## config.mk

```make
export PLATFORM = sky130hd
export DESIGN_NAME = dpram_fifo_ctrl_flat
export DESIGN_NICKNAME = d
export VERILOG_FILES = /design/src/rtl/dpram_fifo_if.sv /design/src/rtl/dpram_fifo_ctrl.sv /design/src/flat_wrapper.sv
export SDC_FILE = /design/constraint.sdc
export NUM_CORES = 1
export LEC_CHECK = 0
export ABC_CLOCK_PERIOD_IN_PS = 2100
export CAP_MARGIN = 25
export CORE_UTILIZATION = 30
export DETAILED_ROUTE_END_ITERATION = 7
export HOLD_SLACK_MARGIN = 0.05
export MAX_ROUTING_LAYER = met4
export PLACE_DENSITY = 0.86
export SLEW_MARGIN = 40
export SYNTH_ARGS = -nofsm -noshare
export SYNTH_HDL_FRONTEND = slang
export SYNTH_SLANG_ARGS = --single-unit
export TNS_END_PERCENT = 100
```

## constraint.sdc

```tcl
create_clock -name clk -period 2.1 [get_ports clk]
set_clock_uncertainty 0.15 [all_clocks]
set_input_delay 0.42 -clock clk [delete_from_list [all_inputs] [get_ports clk]]
set_output_delay 0.42 -clock clk [all_outputs]
set_load 0.01 [all_outputs]
```

## src/rtl/dpram_fifo_if.sv

```systemverilog
// Stream-side bundle of the dual-port-RAM FIFO controller: producer, consumer and occupancy.
interface dpram_fifo_if #(
    parameter int unsigned DATA_W = 8,
    parameter int unsigned ADDR_W = 3
);
    logic              in_valid;
    logic              in_ready;
    logic [DATA_W-1:0] in_data;
    logic              out_valid;
    logic              out_ready;
    logic [DATA_W-1:0] out_data;
    logic [ADDR_W:0]   count;

    modport master (
        output in_valid, in_data, out_ready,
        input  in_ready, out_valid, out_data, count
    );

    modport slave (
        input  in_valid, in_data, out_ready,
        output in_ready, out_valid, out_data, count
    );
endinterface

```

## src/rtl/dpram_fifo_ctrl.sv

```systemverilog
// Valid/ready FIFO controller around an external 8x8 dual-port RAM (A = write, B = read).
// Keeps pointers, occupancy and handshakes; data lives only in the RAM.
module dpram_fifo_ctrl #(
    parameter int unsigned DATA_W = 8,
    parameter int unsigned ADDR_W = 3
) (
    input  logic              clk,
    input  logic              rst_n,
    dpram_fifo_if.slave       bus,
    output logic              ram_wr_a,
    output logic [ADDR_W-1:0] ram_addr_a,
    output logic [DATA_W-1:0] ram_data_a,
    output logic              ram_wr_b,
    output logic [ADDR_W-1:0] ram_addr_b,
    output logic [DATA_W-1:0] ram_data_b,
    input  logic [DATA_W-1:0] ram_rdata_b
);
    localparam int unsigned DEPTH = 1 << ADDR_W;
    localparam int unsigned CNT_W = ADDR_W + 1;

    logic [ADDR_W-1:0] wr_ptr, wr_ptr_next;
    logic [ADDR_W-1:0] rd_ptr, rd_ptr_next;
    logic [CNT_W-1:0]  count_q, count_next;
    logic              out_valid_q, out_valid_next;
    logic              in_ready_q, in_ready_next;
    logic              push, pop;

    // State register
    always_ff @(posedge clk or negedge rst_n) begin
        if (!rst_n) begin
            wr_ptr      <= '0;
            rd_ptr      <= '0;
            count_q     <= '0;
            out_valid_q <= 1'b0;
            in_ready_q  <= 1'b0;
        end else begin
            wr_ptr      <= wr_ptr_next;
            rd_ptr      <= rd_ptr_next;
            count_q     <= count_next;
            out_valid_q <= out_valid_next;
            in_ready_q  <= in_ready_next;
        end
    end

    // Next-state: handshakes, pointer advance, occupancy and output validity
    always_comb begin
        push           = 1'b0;
        pop            = 1'b0;
        wr_ptr_next    = wr_ptr;
        rd_ptr_next    = rd_ptr;
        count_next     = count_q;
        in_ready_next  = in_ready_q;
        out_valid_next = out_valid_q;

        push        = bus.in_valid & in_ready_q;
        pop         = out_valid_q & bus.out_ready;
        wr_ptr_next = wr_ptr + ADDR_W'(push);
        rd_ptr_next = rd_ptr + ADDR_W'(pop);
        count_next  = count_q + CNT_W'(push) - CNT_W'(pop);

        in_ready_next  = (count_next != CNT_W'(DEPTH));
        // A same-edge write/read of one address returns the old word, so hold off a cycle
        out_valid_next = (count_next != '0) & ~(push & (wr_ptr == rd_ptr_next));
    end

    assign bus.in_ready  = in_ready_q;
    assign bus.out_valid = out_valid_q;
    assign bus.count     = count_q;
    assign bus.out_data  = ram_rdata_b;

    assign ram_wr_a   = push;
    assign ram_addr_a = wr_ptr;
    assign ram_data_a = bus.in_data;
    assign ram_wr_b   = 1'b0;
    assign ram_data_b = '0;
    // Look-ahead read address so back-to-back pops see the next word without a bubble
    assign ram_addr_b = rd_ptr_next;
endmodule

```

## src/flat_wrapper.sv

```systemverilog
// flat-port wrapper written by rule: the top's interface ports become plain ports
module dpram_fifo_ctrl_flat 
#(
    parameter int unsigned DATA_W = 8,
    parameter int unsigned ADDR_W = 3
)
  (clk, rst_n, ram_wr_a, ram_addr_a, ram_data_a, ram_wr_b, ram_addr_b, ram_data_b, ram_rdata_b, bus_in_valid, bus_in_data, bus_out_ready, bus_in_ready, bus_out_valid, bus_out_data, bus_count);
  dpram_fifo_if #(.DATA_W(DATA_W), .ADDR_W(ADDR_W)) bus_i ();
  input  logic clk;
  input  logic rst_n;
  output logic ram_wr_a;
  output logic [ADDR_W-1:0] ram_addr_a;
  output logic [DATA_W-1:0] ram_data_a;
  output logic ram_wr_b;
  output logic [ADDR_W-1:0] ram_addr_b;
  output logic [DATA_W-1:0] ram_data_b;
  input  logic [DATA_W-1:0] ram_rdata_b;
  input wire logic [$bits(bus_i.in_valid)-1:0] bus_in_valid;
  input wire logic [$bits(bus_i.in_data)-1:0] bus_in_data;
  input wire logic [$bits(bus_i.out_ready)-1:0] bus_out_ready;
  output wire logic [$bits(bus_i.in_ready)-1:0] bus_in_ready;
  output wire logic [$bits(bus_i.out_valid)-1:0] bus_out_valid;
  output wire logic [$bits(bus_i.out_data)-1:0] bus_out_data;
  output wire logic [$bits(bus_i.count)-1:0] bus_count;
  assign bus_i.in_valid = bus_in_valid;
  assign bus_i.in_data = bus_in_data;
  assign bus_i.out_ready = bus_out_ready;
  assign bus_in_ready = bus_i.in_ready;
  assign bus_out_valid = bus_i.out_valid;
  assign bus_out_data = bus_i.out_data;
  assign bus_count = bus_i.count;
  dpram_fifo_ctrl #(.DATA_W(DATA_W), .ADDR_W(ADDR_W)) u_core (.clk(clk), .rst_n(rst_n), .bus(bus_i), .ram_wr_a(ram_wr_a), .ram_addr_a(ram_addr_a), .ram_data_a(ram_data_a), .ram_wr_b(ram_wr_b), .ram_addr_b(ram_addr_b), .ram_data_b(ram_data_b), .ram_rdata_b(ram_rdata_b));
endmodule
```

==> Word level (Yosys, flattened, before mapping) <==
Index checks and enable logic that the tools add are counted.
W data, S select, Z words.
{ "word_totals": {"ff_bits": 12, "input_bits": 20, "output_inout_bits": 38} }
{ "classes": {"add_sub_neg": 4, "eq_ne": 2, "bitwise_logic": 5, "reduce_logical": 1} }
{ "ops": {"columns": ["op", "count"], "rows": [
  ["$add A3 B1 Y3", 2],
  ["$add A4 B1 Y4", 1],
  ["$and A1 B1 Y1", 4],
  ["$ne A4 B4 Y1 const B", 1],
  ["$reduce_bool A4 Y1", 1],
  ["$sub A4 B1 Y4", 1],
  ["$eq A3 B3 Y1", 1],
  ["$not A1 Y1", 1]
]} }

==> Logic depth before layout (Yosys ltp) <==
{ "logic_depth": {"depth_word": 6, "mapped_depth": 10, "depth_no_buf": 10} }

==> Worst setup path before layout <==
Ideal clock, no wire load.
{ "synth_timing": {"kind": "reg-to-reg", "from": "register u_core.out_valid_q (netlist: u_core.bus.out_valid)", "to": "register u_core.out_valid_q (netlist: u_core.bus.out_valid)", "setup_ns": 0.121, "t_arrival_ns": 2.015, "setup_slack_ns": -0.186, "path_stages_with_launch": 11, "synth_period_minus_slack_ns": 2.286, "cell_sequence": "dfrtp_1 > and2_1 > ha_1 > inv_1 > ha_1 > inv_1 > fa_1 > inv_1 > nor3_1 > inv_1 > o22a_1"} }
{ "synth_via": {"word_cells_on_any_way": 8, "classes_between": "add/sub (2); eq/ne (1); bitwise (4); reduce/logical (1)"} }
{ "synth_rtl": {"columns": ["item", "line_no", "text"], "rows": [
  ["start: declaration", "dpram_fifo_ctrl.sv:24", "logic out_valid_q, out_valid_next;"],
  ["start signal: assignment", "dpram_fifo_ctrl.sv:40", "out_valid_q <= out_valid_next;"],
  ["$and A1 B1 Y1", "dpram_fifo_ctrl.sv:56", "pop = out_valid_q & bus.out_ready;"],
  ["$sub A4 B1 Y4", "dpram_fifo_ctrl.sv:59", "count_next = count_q + CNT_W'(push) - CNT_W'(pop);"],
  ["via u_core.count_next[1]", "dpram_fifo_ctrl.sv:23", "logic [CNT_W-1:0] count_q, count_next;"],
  ["$reduce_bool A4 Y1", "dpram_fifo_ctrl.sv:63", "out_valid_next = (count_next != '0) & ~(push & (wr_ptr == rd_ptr_next));"],
  ["$and A1 B1 Y1", "dpram_fifo_ctrl.sv:63", null],
  ["via u_core.out_valid_next", "dpram_fifo_ctrl.sv:24", null]
]} }
The timed path passes the listed nets, and every way through them passes these cells.

==> Final worst setup path <==
Same ends and word-level chain as after synthesis.

==> impl_metrics.yaml <==
outcome:
  status: "complete, but fails checks"
  violations: "negative setup slack"
global_route:
  grt_usage: 0.0916
  grt_max_degree: 13
  overflow: 0
  grt_pass1_wl_um: 1800
  grt_pass1_vias: 409
  antenna_found_initial: 0
timing:
  min_period_ns: 2.22
  rsz0062_at_grt: "true"
  finalHoldViolCount: 0
  drv_slew: 0
  setup_viol: 2
  finalCritPeriodShare: 1.06
  worstMarginPinSlew_ns: 0.503
  relSlewSlack: 0.663
  timing.final.ws_setup_ns: -0.123
  fmax_mhz: 450
synthesis:
  synth_seq_area_share: 0.393
  synth-edff-count: 0
  ys_ff_latch: 12
  ys.flop_type: "dfrtp_1"
  ys_types: 15
  syn_area_per_cell_um2: 10.7
  synthCells: 71
  syn_area_um2: 763
  ys_async_sr_fraction: 1.00
  ys.warnings.count: 0
clock_tree:
  insertion_delay_ns: 0.26
  cts_root_buf: "clkbuf_4"
  cts_tree: "yes"
  clk_pin_slew_worst_paths_ns: 0.08
  ctsHoldBuffers: 0
  clock_path_buffers: 2
  cts-buffers-inserted: 3
  cts.sinks: 12
  cts_max_level: 1
power_and_ir_drop:
  leakagePower_nw: 0.462
  peakVddDrop_mv: 0.781
  power.density_mw_per_mm2: 1820
  fin_total_pwr_mw: 1.79
floorplanning:
  io_pins: 58
  start_util: 0.332
  fp.dieH_um: 52.4
  core_area_mm2: 0.00230
  fp.dieArea_mm2: 0.00275
  fp-row-count: 17
  die_w_um: 52.4
detailed_routing:
  wl_per_cell_um: 10.0
  drt-total-wl_um: 1120
  final_antenna_net_count: 0
  dr.first_iter.drc_count: 2
  viasPerCell: 3.96
  drtPass1Iterations: 2
  drt_drc_violations_left: 0
  num_vias: 443
final_layout:
  final_nets: 114
  diodes: 0
  utilization: 0.427
  final_cell_mix: "dfrtp_1 (12), clkdlybuf4s50_1 (11), buf_4 (10), conb_1 (9)"
  layout_commonest_cell: "dfrtp_1"
  syn2layout_area_growth_pct: 28.5
  drive_above_1_share: 0.357
placement:
  io_buffers: 16
  gp_congestion: 0.750
  dp_hpwl_um: 867
job:
  maxCapViolCount: 0
setup_path:
  reg2reg_slack_ns: -0.12
  worst_ep_arrival_time_ns: 2.23
  worstReg2RegStart: "u_core.bus.out_valid$_DFF_PN0_"
  reg2reg_depth: 10
  cp-start-kind: "register"
  endpoint_kind: "register"
  worstPathMaxFanout: 2
  crit_type: "register to register"
  cp.required_ns: 2.11
  r2r-end: "u_core.bus.out_valid$_DFF_PN0_"
min_path:
  hp-class: "primary input to async pin"
## logic make-up (layout without fill, tap and decap cells)
kind of cell	after synthesis	after routing	synth area share
adder cells (fa/ha/maj)	9	9	0.157
AO/OA/AOI/OAI	3	3	0.0328
flip-flops	12	12	0.393
buffers and inverters	33	38	0.285
AND/OR/NAND/NOR	5	5	0.0344
XOR/XNOR	8	8	0.0918
other	1	9	0.00491
## area by class of cell
type / count / area (um^2)
repair buffers: 26 / 228
fillers: 218 / 1320
well taps: 28 / 35.0
clock buffers: 4 / 36.3
flip-flops and latches: 12 / 300
multi-input cells: 34 / 349
inverters: 8 / 32.5
## layer usage
metal  global-route usage  wire length (um)
met5                    -                 0
met4               0.0570                17
met1                0.108               429
met3               0.0232               103
met2                0.139               572
## critical path, stage by stage, from the launching register on
cell     delay, ns
dfrtp_1       0.38
and2_4        0.17
ha_4          0.21
inv_4         0.05
ha_4          0.13
inv_2         0.03
fa_2          0.52
inv_2         0.05
nor3_4        0.17
inv_1         0.06
o22a_1        0.19
## power breakdown
group	internal, mW	total, mW	switching (mW)
combinational	0.658	1.18	0.517
sequential	0.352	0.434	0.0823
clock	0.105	0.176	0.0709
## flip-flops by register name, indices dropped and copies added (netlist names)
| register | flops |
|---|---|
| u_core.bus.count | 4 |
| u_core.bus.in_ready | 1 |
| u_core.bus.out_valid | 1 |
| u_core.ram_addr_a | 3 |
| u_core.rd_ptr | 3 |
## cell usage after synthesis, types with 2 or more instances
cell type	number	area share
ha_1	8	0.13
inv_1	8	0.039
xnor2_1	5	0.057
buf_4	25	0.25
dfrtp_1	12	0.39
xor2_1	3	0.034
and2_1	2	0.016
## worst max-delay path by stage
stage / cells past startpoint / slack, ns / to / from
floorplan: 10 / -0.07 / u_core.bus.out_valid$_DFF_PN0_ / bus_out_ready
global placement: 11 / -0.58 / u_core.bus.out_valid$_DFF_PN0_ / bus_out_ready
detailed placement: 11 / -0.61 / u_core.bus.out_valid$_DFF_PN0_ / bus_out_ready
CTS: 10 / -0.12 / u_core.bus.out_valid$_DFF_PN0_ / u_core.bus.out_valid$_DFF_PN0_
global route: 10 / -0.22 / u_core.bus.out_valid$_DFF_PN0_ / u_core.bus.out_valid$_DFF_PN0_
finish: 10 / -0.12 / u_core.bus.out_valid$_DFF_PN0_ / u_core.bus.out_valid$_DFF_PN0_
## per-stage QoR
stage / cells / setup WS [ns] / area [um^2] / hold WS, ns / TNS, ns
CTS: 111 / -0.124 / 947 / 0.350 / -0.192
floorplan: 79 / -0.0749 / 826 / -0.0256 / -0.0749
global placement: 105 / -0.585 / 886 / 0.345 / -3.15
finish: 112 / -0.123 / 981 / 0.338 / -0.194
global route: 112 / -0.221 / 981 / 0.371 / -0.451
detailed placement: 105 / -0.607 / 886 / 0.352 / -3.37
## what timing repair did
action / 4_1_cts / 5_1_grt
pin swaps: 3 / 1
setup buffers: 2 / 1
resized for setup: 16 / 4
setup endpoints to repair: 7 / 4
gates cloned: 0 / 0
Power figures use the tool's default switching activity.
